**config.mk**
```make
export PLATFORM = sky130hd
export DESIGN_NAME = bcd_serial_sub
export DESIGN_NICKNAME = d
export VERILOG_FILES = /design/src/rtl/bcd_pkg.sv /design/src/rtl/bcd_digit_sub.sv /design/src/rtl/bcd_serial_sub.sv
export SDC_FILE = /design/constraint.sdc
export NUM_CORES = 1
export LEC_CHECK = 0
export CORE_UTILIZATION = 25
export DETAILED_ROUTE_END_ITERATION = 10
export PLACE_DENSITY_LB_ADDON = 0.3
export SLEW_MARGIN = 25
export SYNTH_ARGS = -nofsm -noshare
export SYNTH_HDL_FRONTEND = slang
export SYNTH_SLANG_ARGS = --single-unit
```
**constraint.sdc**
```tcl
create_clock -name clk -period 4.41 [get_ports clk]
set_input_delay 1.1025 -clock clk [delete_from_list [all_inputs] [get_ports clk]]
set_output_delay 1.1025 -clock clk [all_outputs]
set_load 0.02 [all_outputs]
```
**src/rtl/bcd_pkg.sv**
```systemverilog
// Shared types and constants for the digit-serial BCD subtractor.
// Included by bcd_digit_sub and bcd_serial_sub.
package bcd_pkg;

  typedef enum logic [1:0] {
    IDLE,
    SUB,
    CMP,
    DONE
  } state_t;

  localparam int BCD_RADIX = 10;
  localparam int BCD_MAX   = 9;

  typedef logic [3:0] bcd_digit_t;

endpackage

```
**src/rtl/bcd_digit_sub.sv**
```systemverilog
// Single BCD digit subtract-with-borrow: d = x - y - bin (mod 10).
// Purely combinational; shared by the subtract and complement passes.
module bcd_digit_sub
  import bcd_pkg::*;
(
  input  bcd_digit_t x,
  input  bcd_digit_t y,
  input  logic       bin,
  output bcd_digit_t d,
  output logic       bout
);

  logic signed [4:0] t;
  logic signed [4:0] tw;

  // 5-bit signed difference; a negative result wraps by adding the radix
  always_comb begin
    t    = $signed({1'b0, x}) - $signed({1'b0, y}) - $signed({4'b0, bin});
    tw   = t + 5'(BCD_RADIX);
    bout = t[4];
    d    = bout ? tw[3:0] : t[3:0];
  end

endmodule

```
**src/rtl/bcd_serial_sub.sv**
```systemverilog
// Digit-serial BCD subtractor A - B, LSD first, one digit per clock.
// Define BCD_SIGN_MAG_EN for a sign-magnitude result (extra CMP pass).
module bcd_serial_sub
  import bcd_pkg::*;
#(
  parameter int DIGITS = 4
) (
  input  logic                clk,
  input  logic                rst_n,
  input  logic                start,
  input  logic [4*DIGITS-1:0] a,
  input  logic [4*DIGITS-1:0] b,
  output logic                busy,
  output logic                done,
  output logic [4*DIGITS-1:0] diff,
  output logic                borrow,
  output logic                neg
);

  localparam int IW = (DIGITS > 1) ? $clog2(DIGITS) : 1;
  localparam logic [IW-1:0] LAST = IW'(DIGITS - 1);

  state_t                  state_q;
  logic [IW-1:0]           idx_q;
  logic                    bin_q;
  bcd_digit_t [DIGITS-1:0] a_q;
  bcd_digit_t [DIGITS-1:0] b_q;
  bcd_digit_t [DIGITS-1:0] diff_q;
  logic                    busy_q;
  logic                    done_q;
  logic                    borrow_q;
  logic                    neg_q;

  bcd_digit_t x_d;
  bcd_digit_t y_d;
  bcd_digit_t dig_d;
  logic       bout_d;

  // Operand select for the shared digit unit: A/B digits, or 0 - diff
  always_comb begin
    x_d = a_q[idx_q];
    y_d = b_q[idx_q];
`ifdef BCD_SIGN_MAG_EN
    if (state_q == CMP) begin
      x_d = '0;
      y_d = diff_q[idx_q];
    end
`endif
  end

  bcd_digit_sub u_dsub (
    .x    (x_d),
    .y    (y_d),
    .bin  (bin_q),
    .d    (dig_d),
    .bout (bout_d)
  );

  // Control FSM with registered status and result
  always_ff @(posedge clk or negedge rst_n) begin
    if (!rst_n) begin
      state_q  <= IDLE;
      idx_q    <= '0;
      bin_q    <= 1'b0;
      a_q      <= '0;
      b_q      <= '0;
      diff_q   <= '0;
      busy_q   <= 1'b0;
      done_q   <= 1'b0;
      borrow_q <= 1'b0;
      neg_q    <= 1'b0;
    end else begin
      done_q <= 1'b0;
      unique case (state_q)
        IDLE: begin
          if (start) begin
            a_q      <= a;
            b_q      <= b;
            bin_q    <= 1'b0;
            idx_q    <= '0;
            diff_q   <= '0;
            borrow_q <= 1'b0;
            neg_q    <= 1'b0;
            busy_q   <= 1'b1;
            state_q  <= SUB;
          end
        end
        SUB: begin
          diff_q[idx_q] <= dig_d;
          bin_q         <= bout_d;
          idx_q         <= idx_q + 1'b1;
          if (idx_q == LAST) begin
            idx_q    <= '0;
            borrow_q <= bout_d;
`ifdef BCD_SIGN_MAG_EN
            if (bout_d) begin
              bin_q   <= 1'b0;
              state_q <= CMP;
            end else begin
              busy_q  <= 1'b0;
              done_q  <= 1'b1;
              state_q <= DONE;
            end
`else
            neg_q   <= bout_d;
            busy_q  <= 1'b0;
            done_q  <= 1'b1;
            state_q <= DONE;
`endif
          end
        end
`ifdef BCD_SIGN_MAG_EN
        CMP: begin
          diff_q[idx_q] <= dig_d;
          bin_q         <= bout_d;
          idx_q         <= idx_q + 1'b1;
          if (idx_q == LAST) begin
            idx_q   <= '0;
            neg_q   <= 1'b1;
            busy_q  <= 1'b0;
            done_q  <= 1'b1;
            state_q <= DONE;
          end
        end
`endif
        DONE: begin
          state_q <= IDLE;
        end
        default: begin
          state_q <= IDLE;
        end
      endcase
    end
  end

  assign busy   = busy_q;
  assign done   = done_q;
  assign diff   = diff_q;
  assign borrow = borrow_q;
  assign neg    = neg_q;

endmodule

```
**After elaboration in Yosys (flattened, before gate mapping)**

Cells that the tools add are included.

- Output and inout bits: 20
- Logic and storage cells: 60
- Bits in registers: 56
- Bits of input ports: 35

- Multiplexer cells: 25
- Add/sub/neg operators: 4
- Reduce and logical (&&, ||, !) cells: 7
- Eq/ne operators: 4
- $lt $le $gt $ge: 2

Operators by type and width:

| kind | number |
|---|---|
| $pmux W16 S2 | 1 |
| $bmux W4 S2 | 2 |
| $bwmux W16 | 1 |
| $mux W16 | 1 |
| $mux W4 | 4 |
| $demux W4 S2 | 1 |
| $mux W2 | 4 |
| $pmux W2 S2 | 2 |
| $mux W1 | 6 |
| $pmux W1 S2 | 3 |
| $reduce_and A2 Y1 | 3 |
| $sub A4 B4 Y5 | 1 |
| $sub A5 B2 Y5 | 1 |
| $add A4 B4 Y4 const B | 1 |
| $ne A2 B2 Y1 const B | 2 |
| $lt A2 B3 Y1 const B | 1 |
| $reduce_and A3 Y1 | 1 |
| $add A2 B1 Y2 const B | 1 |
| $eq A2 B1 Y1 const B | 1 |
| $eq A2 B2 Y1 const B | 1 |
| $ge A2 B1 Y1 const B | 1 |
| $logic_not A2 Y1 | 1 |
| $reduce_bool A2 Y1 | 1 |
| $logic_and A1 B1 Y1 | 1 |

**Logic depth before layout (Yosys ltp)**

Gate-level depths: netlist of the first run.

- Depth after elaboration: 8
- Depth in mapped cells: 13
- Gate-level depth less buffers: 12

**Modules after synthesis**

Synthesis of the first run repeated with hierarchy kept, for this count alone.

- Cells, all modules: 201
- Area, all modules: 2971.6 um2

Modules (own cells, without submodules):

| module | instances | area an instance (um2) | sequential area each (um2) | cells an instance |
|---|---|---|---|---|
| bcd_serial_sub | 1 | 2697.6 | 1401.3 | 169 |
| bcd_digit_sub | 1 | 274.0 | 0.0 | 32 |

**Least setup slack after synthesis of the first run**

No wires, ideal clock.

- Kind: register to register
- From: register idx_q[0]
- To: register diff_q (netlist bit diff[10])
- Period minus slack after synthesis: 3.317 ns
- Data arrival time: 3.196 ns
- Library setup time: 0.122 ns
- Cell stages (with the launch flop): 13
- Required time: 4.288 ns
- Setup slack: 1.093 ns
- Path buffers: 1
- Cells stage by stage: dfrtp_1 > buf_2 > mux4_2 > fa_1 > fa_1 > nand2b_1 > nand2_1 > ha_1 > nand2_1 > o21ai_0 > o21ai_0 > o2111ai_1 > a32o_1

- Cells in the longest elaborated chain, start to end: 8
- Elaborated cells between the ends (all ways): 15
- Classes of those cells: add/sub (3); order compare (2); mux (9); reduce/logical (1)

RTL lines:

| element | line | source |
|---|---|---|
| from (decl) | bcd_serial_sub.sv:24 | `logic [IW-1:0] idx_q;` |
| from (signal assigned) | bcd_serial_sub.sv:91 | `idx_q <= idx_q + 1'b1;` |
| $bmux W4 S2, on equally long branches | bcd_serial_sub.sv:41, bcd_serial_sub.sv:42 |  |
| $mux W4, on equally long branches | bcd_serial_sub.sv:41, bcd_serial_sub.sv:42 |  |
| $sub A4 B4 Y5 | bcd_digit_sub.sv:18 | `t = $signed({1'b0, x}) - $signed({1'b0, y}) - $signed({4'b0, bin});` |
| $sub A5 B2 Y5 | bcd_digit_sub.sv:18 |  |
| $add A4 B4 Y4 | bcd_digit_sub.sv:19 | `tw = t + 5'(BCD_RADIX);` |
| $mux W4 | bcd_digit_sub.sv:21 | `d = bout ? tw[3:0] : t[3:0];` |
| $bwmux W16 (*) | bcd_serial_sub.sv:89 | `diff_q[idx_q] <= dig_d;` |
| $pmux W16 S2 (*) | bcd_serial_sub.sv:74 | `unique case (state_q)` |
| to (signal, indexed assignment) | bcd_serial_sub.sv:89 |  |
| to (decl) | bcd_serial_sub.sv:28 | `bcd_digit_t [DIGITS-1:0] diff_q;` |

Every way passes the cells marked *; elsewhere a longest branch is shown, timed or not. The select of a mux whose other input is x is not followed.
A chain may end at the register's enable or synchronous reset.

**Worst setup path in the final report of the first run**

Ends and elaborated chain as after synthesis.

==> impl_metrics.ini, run 1 <==
[finish]
antenna_cells = 0
synthToLayoutAreaGrowth_pct = 29.2
instances_no_fill = 396
nFillCells = 1048
nets = 305
final_area_um2 = 3410
drive_above_1_share_pct = 20.0

[grt]
grt_pass1_wl_um = 8830
grt_max_degree = 38
grt.total_usage_pct = 10.1
antenna_found_initial = 0
grt_pass1_vias = 1723
grt-ovfl-total = 0

[synthesis]
synth.top_cell.area_share_pct = 53.1
syn_inst = 204
synth_edf_count = 0
ys_top_cells_by_area = dfrtp_1 53%, mux2_2 14%, mux4_2 6.0%, ha_1 4.3%, o21ai_0 2.8%
ys_warn_count = 0
ys_seq_elements = 56
syn_nets = 250
yosys.area.top_type = dfrtp_1
synth_area_per_cell_um2 = 12.9
netlist_area_um2 = 2640
yosysSeqAreaShare_pct = 53.1
synth_flop_cell = dfrtp_1
ys_types = 32
synthArstFlopShare_pct = 100

[worst_setup_path]
cp.arrival_ps = 3700
crit_type = flop to flop
r2r-start = idx_q[0]$_DFFE_PN0P_
cp_data_required_time_ps = 4600
endpoint_kind = flop
start_kind = flop
startpoint = idx_q[0]$_DFFE_PN0P_
r2r_slack_ps = 900
crit_fanout = 9

[status]
status = complete, no violations

[min_path]
worst_hold_path_type = flop to flop
min_from = busy$_DFFE_PN0P_

[clock_network]
clock_latency_ps = 300
cts_buffers = 5
clkTransAtPathRegs_ps = 100
cts_tree = built
cts_root_buffer = clkbuf_8
cts_htree_levels = 2
cts_resized = 0
clkSinkCount = 56
clockBufferDepth = 2
cts_hold_buf = 0
post_cts_buffers = 0

[timing]
final_max_slew_viol_count = 0
min_period_ps = 3510
max_slew.worst_pin.slew_ps = 530
hold_violations = 0
max_clock_freq_mhz = 285
slew-limit-headroom_pct = 64.7
skew_ps = 10.0
setup_tns_ps = 0
rsz0062_at_grt = false
setup_viol = 0
holdWs_ps = 484
fin_crit_sh_pct = 79.6

[die]
ios = 55
coreArea_um2 = 10300
chipWidth_um = 105
rows = 37
dieArea_um2 = 11000
die_y_um = 105
start_util_pct = 25.7

[placed_design]
place_congestion = 0.778
dp_hpwl_um = 4090
portBuffers = 54
post_dp_cell_area_um2 = 3320
post-place-cells = 388

[route]
routed_wl_um = 5370
ant_nets = 0
firstDrtPassIters = 4
dr_wl_met3_um = 273
drc = 0
wl_met1_um = 2680
wl_per_cell_um = 13.6
dr.max_layer_used = met4
viasPerCell = 4.49
vias = 1777
wl_met2_um = 2400
drtIter0Drc = 65

[flow_run]
drv_cap = 0
## cell type report
type                            instances  area [µm²]  share of cell area, %
Clock buffer                            7        76.3                   2.24
Clock inverter                          1        8.76                  0.257
Inverter                               14        52.6                   1.54
Multi-Input combinational cell        124        1130                   33.3
Sequential cell                        56        1400                   41.1
Tap cell                              136         170                   4.99
Timing Repair Buffer                   58         566                   16.6
## layer usage
metal	track usage [%]	vias up
met2	15.2	51
met1	14.7	887
met3	2.56	2
li1	-	837
met4	1.81	0
met5	0	-
## cells in the mapped netlist (all sizes together) (2+ instances only)
| library cell | count |
|---|---|
| nand2 | 18 |
| mux2i | 3 |
| nor2 | 2 |
| a21oi | 5 |
| o211ai | 2 |
| nor3b | 2 |
| o21ai | 15 |
| nand2b | 2 |
| mux2 | 32 |
| a22o | 2 |
| nor3 | 2 |
| a32o | 6 |
| ha | 9 |
| fa | 2 |
| buf | 10 |
| inv | 14 |
| xor2 | 2 |
| mux4 | 7 |
| dfrtp | 56 |
| nor2b | 2 |
## worst paths after layout
| path | to | depth (start not counted) |
|---|---|---|
| max | diff[10]$_DFFE_PN0P_ | 13 |
| max in group asynchronous | a_q[1]$_DFFE_PN0P_ | 2 |
| max reg2reg | diff[10]$_DFFE_PN0P_ | 13 |
| min in group asynchronous | diff[2]$_DFFE_PN0P_ | 1 |
| min reg2reg | busy$_DFFE_PN0P_ | 1 |
| min | busy$_DFFE_PN0P_ | 1 |
## flip-flops by register name (all words and copies together) (netlist names)
name and cells:
a_q 16, b_q 16, diff 16, idx_q 2, state_q 2, bin_q 1
busy 1, done 1, neg 1
## cells by family (layout without fill, tap and decap cells)
logic type | Yosys count | after routing | share of synthesized area (%)
compound gates | 36 | 36 | 8.97
xor+xnor | 3 | 3 | 0.996
fa+ha+maj | 11 | 11 | 5.79
buf+inv | 24 | 80 | 4.08
flops | 56 | 56 | 53.1
mux | 42 | 42 | 20.8
simple gates | 32 | 32 | 6.26
## stage by stage
step                      utilization [%]  worst slack [ps]
after floorplan                         -              1090
after detailed placement             32.3               927
after CTS                            33.2               876
after global placement               32.3              1050
final                                33.2               900
after global routing                 33.2               657
## cell usage in the layout (no fill, tap or decap), drive strengths merged, types with 2 or more instances in the layout
cell type / Yosys / final
a22o: 2 / 2
dfrtp: 56 / 56
o21ai: 15 / 15
nor2b: 2 / 2
nor2: 2 / 2
mux4: 7 / 7
inv: 14 / 14
nand2: 18 / 18
nor3b: 2 / 2
mux2: 32 / 32
clkdlybuf4s50: 0 / 53
ha: 9 / 9
mux2i: 3 / 3
nor3: 2 / 2
nand2b: 2 / 2
xor2: 2 / 2
buf: 10 / 5
a21oi: 5 / 5
o211ai: 2 / 2
clkbuf: 0 / 7
fa: 2 / 2
a32o: 6 / 6
## worst max-delay path, cell delays in order, from the launching register on
cell	delay, ps
dfrtp_1	490
buf_4	230
mux4_2	340
inv_1	50
fa_1	430
fa_1	450
nand2b_1	230
nand2_1	90
ha_1	230
nand2_1	60
o21ai_0	70
o21ai_0	100
o2111ai_1	280
a32o_1	340
Power of run 1 is left out: the tool's default activity adds up to more than one toggle a clock period on the data nets, which glitch-free logic cannot reach.
==> run 2, diff against run 1 <==
- clock period: 4.41 -> 3.45 ns (I/O delays scaled with it)
==> impl_metrics.ini, run 2 (synthesis results as in run 1) <==
[die]
coreArea_um2 = 10300
chipWidth_um = 105
rows = 37
start_util_pct = 25.7
die_y_um = 105
ios = 55
dieArea_um2 = 11000

[grt]
grt_pass1_wl_um = 9000
grt-ovfl-total = 0
grt_max_degree = 34
grt_pass1_vias = 1745
grt.total_usage_pct = 10.5
antenna_found_initial = 0

[finish]
nFillCells = 1061
multiInputGateArea_um2 = 1140
nets = 309
layout_commonest_cell = dfrtp_1
antenna_cells = 0
synthToLayoutAreaGrowth_pct = 31.2
drive_above_1_share_pct = 23.1
final_cell_mix = 55 x dfrtp_1, 53 x clkdlybuf4s50_1, 32 x mux2_2, 18 x nand2_1, 15 x o21ai_0
instances_no_fill = 400
sequential_cell_area_um2 = 1400

[route]
routed_wl_um = 5500
viasPerCell = 4.44
drc = 0
ant_nets = 0
drtIter0Drc = 60
firstDrtPassIters = 4
vias = 1777
wl_per_cell_um = 13.7

[placed_design]
portBuffers = 54
dp_hpwl_um = 4220
place_congestion = 0.738
post-place-cells = 391

[status]
status = complete, no violations

[worst_setup_path]
cp.arrival_ps = 3380
start_kind = flop
endpoint_kind = flop
crit_fanout = 5
crit_type = flop to flop
cp_data_required_time_ps = 3660

[flow_run]
drv_cap = 0

[min_path]
worst_hold_path_type = flop to flop

[clock_network]
clkTransAtPathRegs_ps = 100
cts_buffers = 5
cts_tree = built
cts_hold_buf = 0
clockBufferDepth = 2
cts_htree_levels = 2
clock_latency_ps = 310
cts_root_buffer = clkbuf_8
clkSinkCount = 56

[timing]
min_period_ps = 3170
hold_violations = 0
setup_tns_ps = 0
setup_viol = 0
rsz0062_at_grt = false
fin_crit_sh_pct = 91.9
final_max_slew_viol_count = 0
max_slew.worst_pin.slew_ps = 542
skew_ps = 8.09
max_clock_freq_mhz = 315
slew-limit-headroom_pct = 63.9
run 2: what timing repair did:
| action | CTS | global route |
|---|---|---|
| resized for setup | 0 | 4 |
| endpoints found under the setup margin | 0 | 8 |
| setup buffers | 0 | 1 |
run 2: layout make-up:
type / instances / area share, %
clock buffers: 7 / 2.50
multi-input cells: 124 / 33.1
inverters: 14 / 1.52
flip-flops and latches: 56 / 40.5
well taps: 136 / 4.92
clock inverters: 1 / 0.217
repair buffers: 62 / 17.2
run 2: final timing paths:
kind,slack [ps],cells past startpoint,endpoint,start
hold / removal,480,1,busy$_DFFE_PN0P_,busy$_DFFE_PN0P_
setup / recovery,280,11,diff[10]$_DFFE_PN0P_,idx_q[0]$_DFFE_PN0P_
hold reg to reg,480,1,busy$_DFFE_PN0P_,busy$_DFFE_PN0P_
setup reg to reg,280,11,diff[10]$_DFFE_PN0P_,idx_q[0]$_DFFE_PN0P_
max in group asynchronous,2070,2,idx_q[0]$_DFFE_PN0P_,rst_n
min in group asynchronous,530,1,diff[11]$_DFFE_PN0P_,rst_n
run 2: metal layers:
metal  track usage, %  vias to the layer above  wire [µm]
li1                 -                      844          -
met1             14.7                      869       2660
met2             16.3                       56       2510
met3             2.74                        8        260
met4             2.11                        0         58
met5                0                        -          0
run 2: through the flow:
stage / instance area [µm²] / setup slack (ps) / utilization [%] / hold WS, ps
after floorplan: 2640 / 133 / - / 475
after global placement: 3350 / 222 / 32.6 / 465
after detailed placement: 3350 / 112 / 32.6 / 467
after CTS: 3440 / 103 / 33.5 / 489
after global routing: 3460 / 46.2 / 33.7 / 509
final: 3460 / 278 / 33.7 / 481
run 2: worst max-delay path: stages, from the launching register on:
cell       delay [ps]
dfrtp_2           410
mux4_2            520
fa_1              430
fa_2              400
nand2b_2          230
nand2_1            80
ha_1              230
nand2_1            60
o21ai_0            80
o21ai_0           110
o2111ai_2         210
a32o_1            310
Power of run 2 is left out for the same reason.
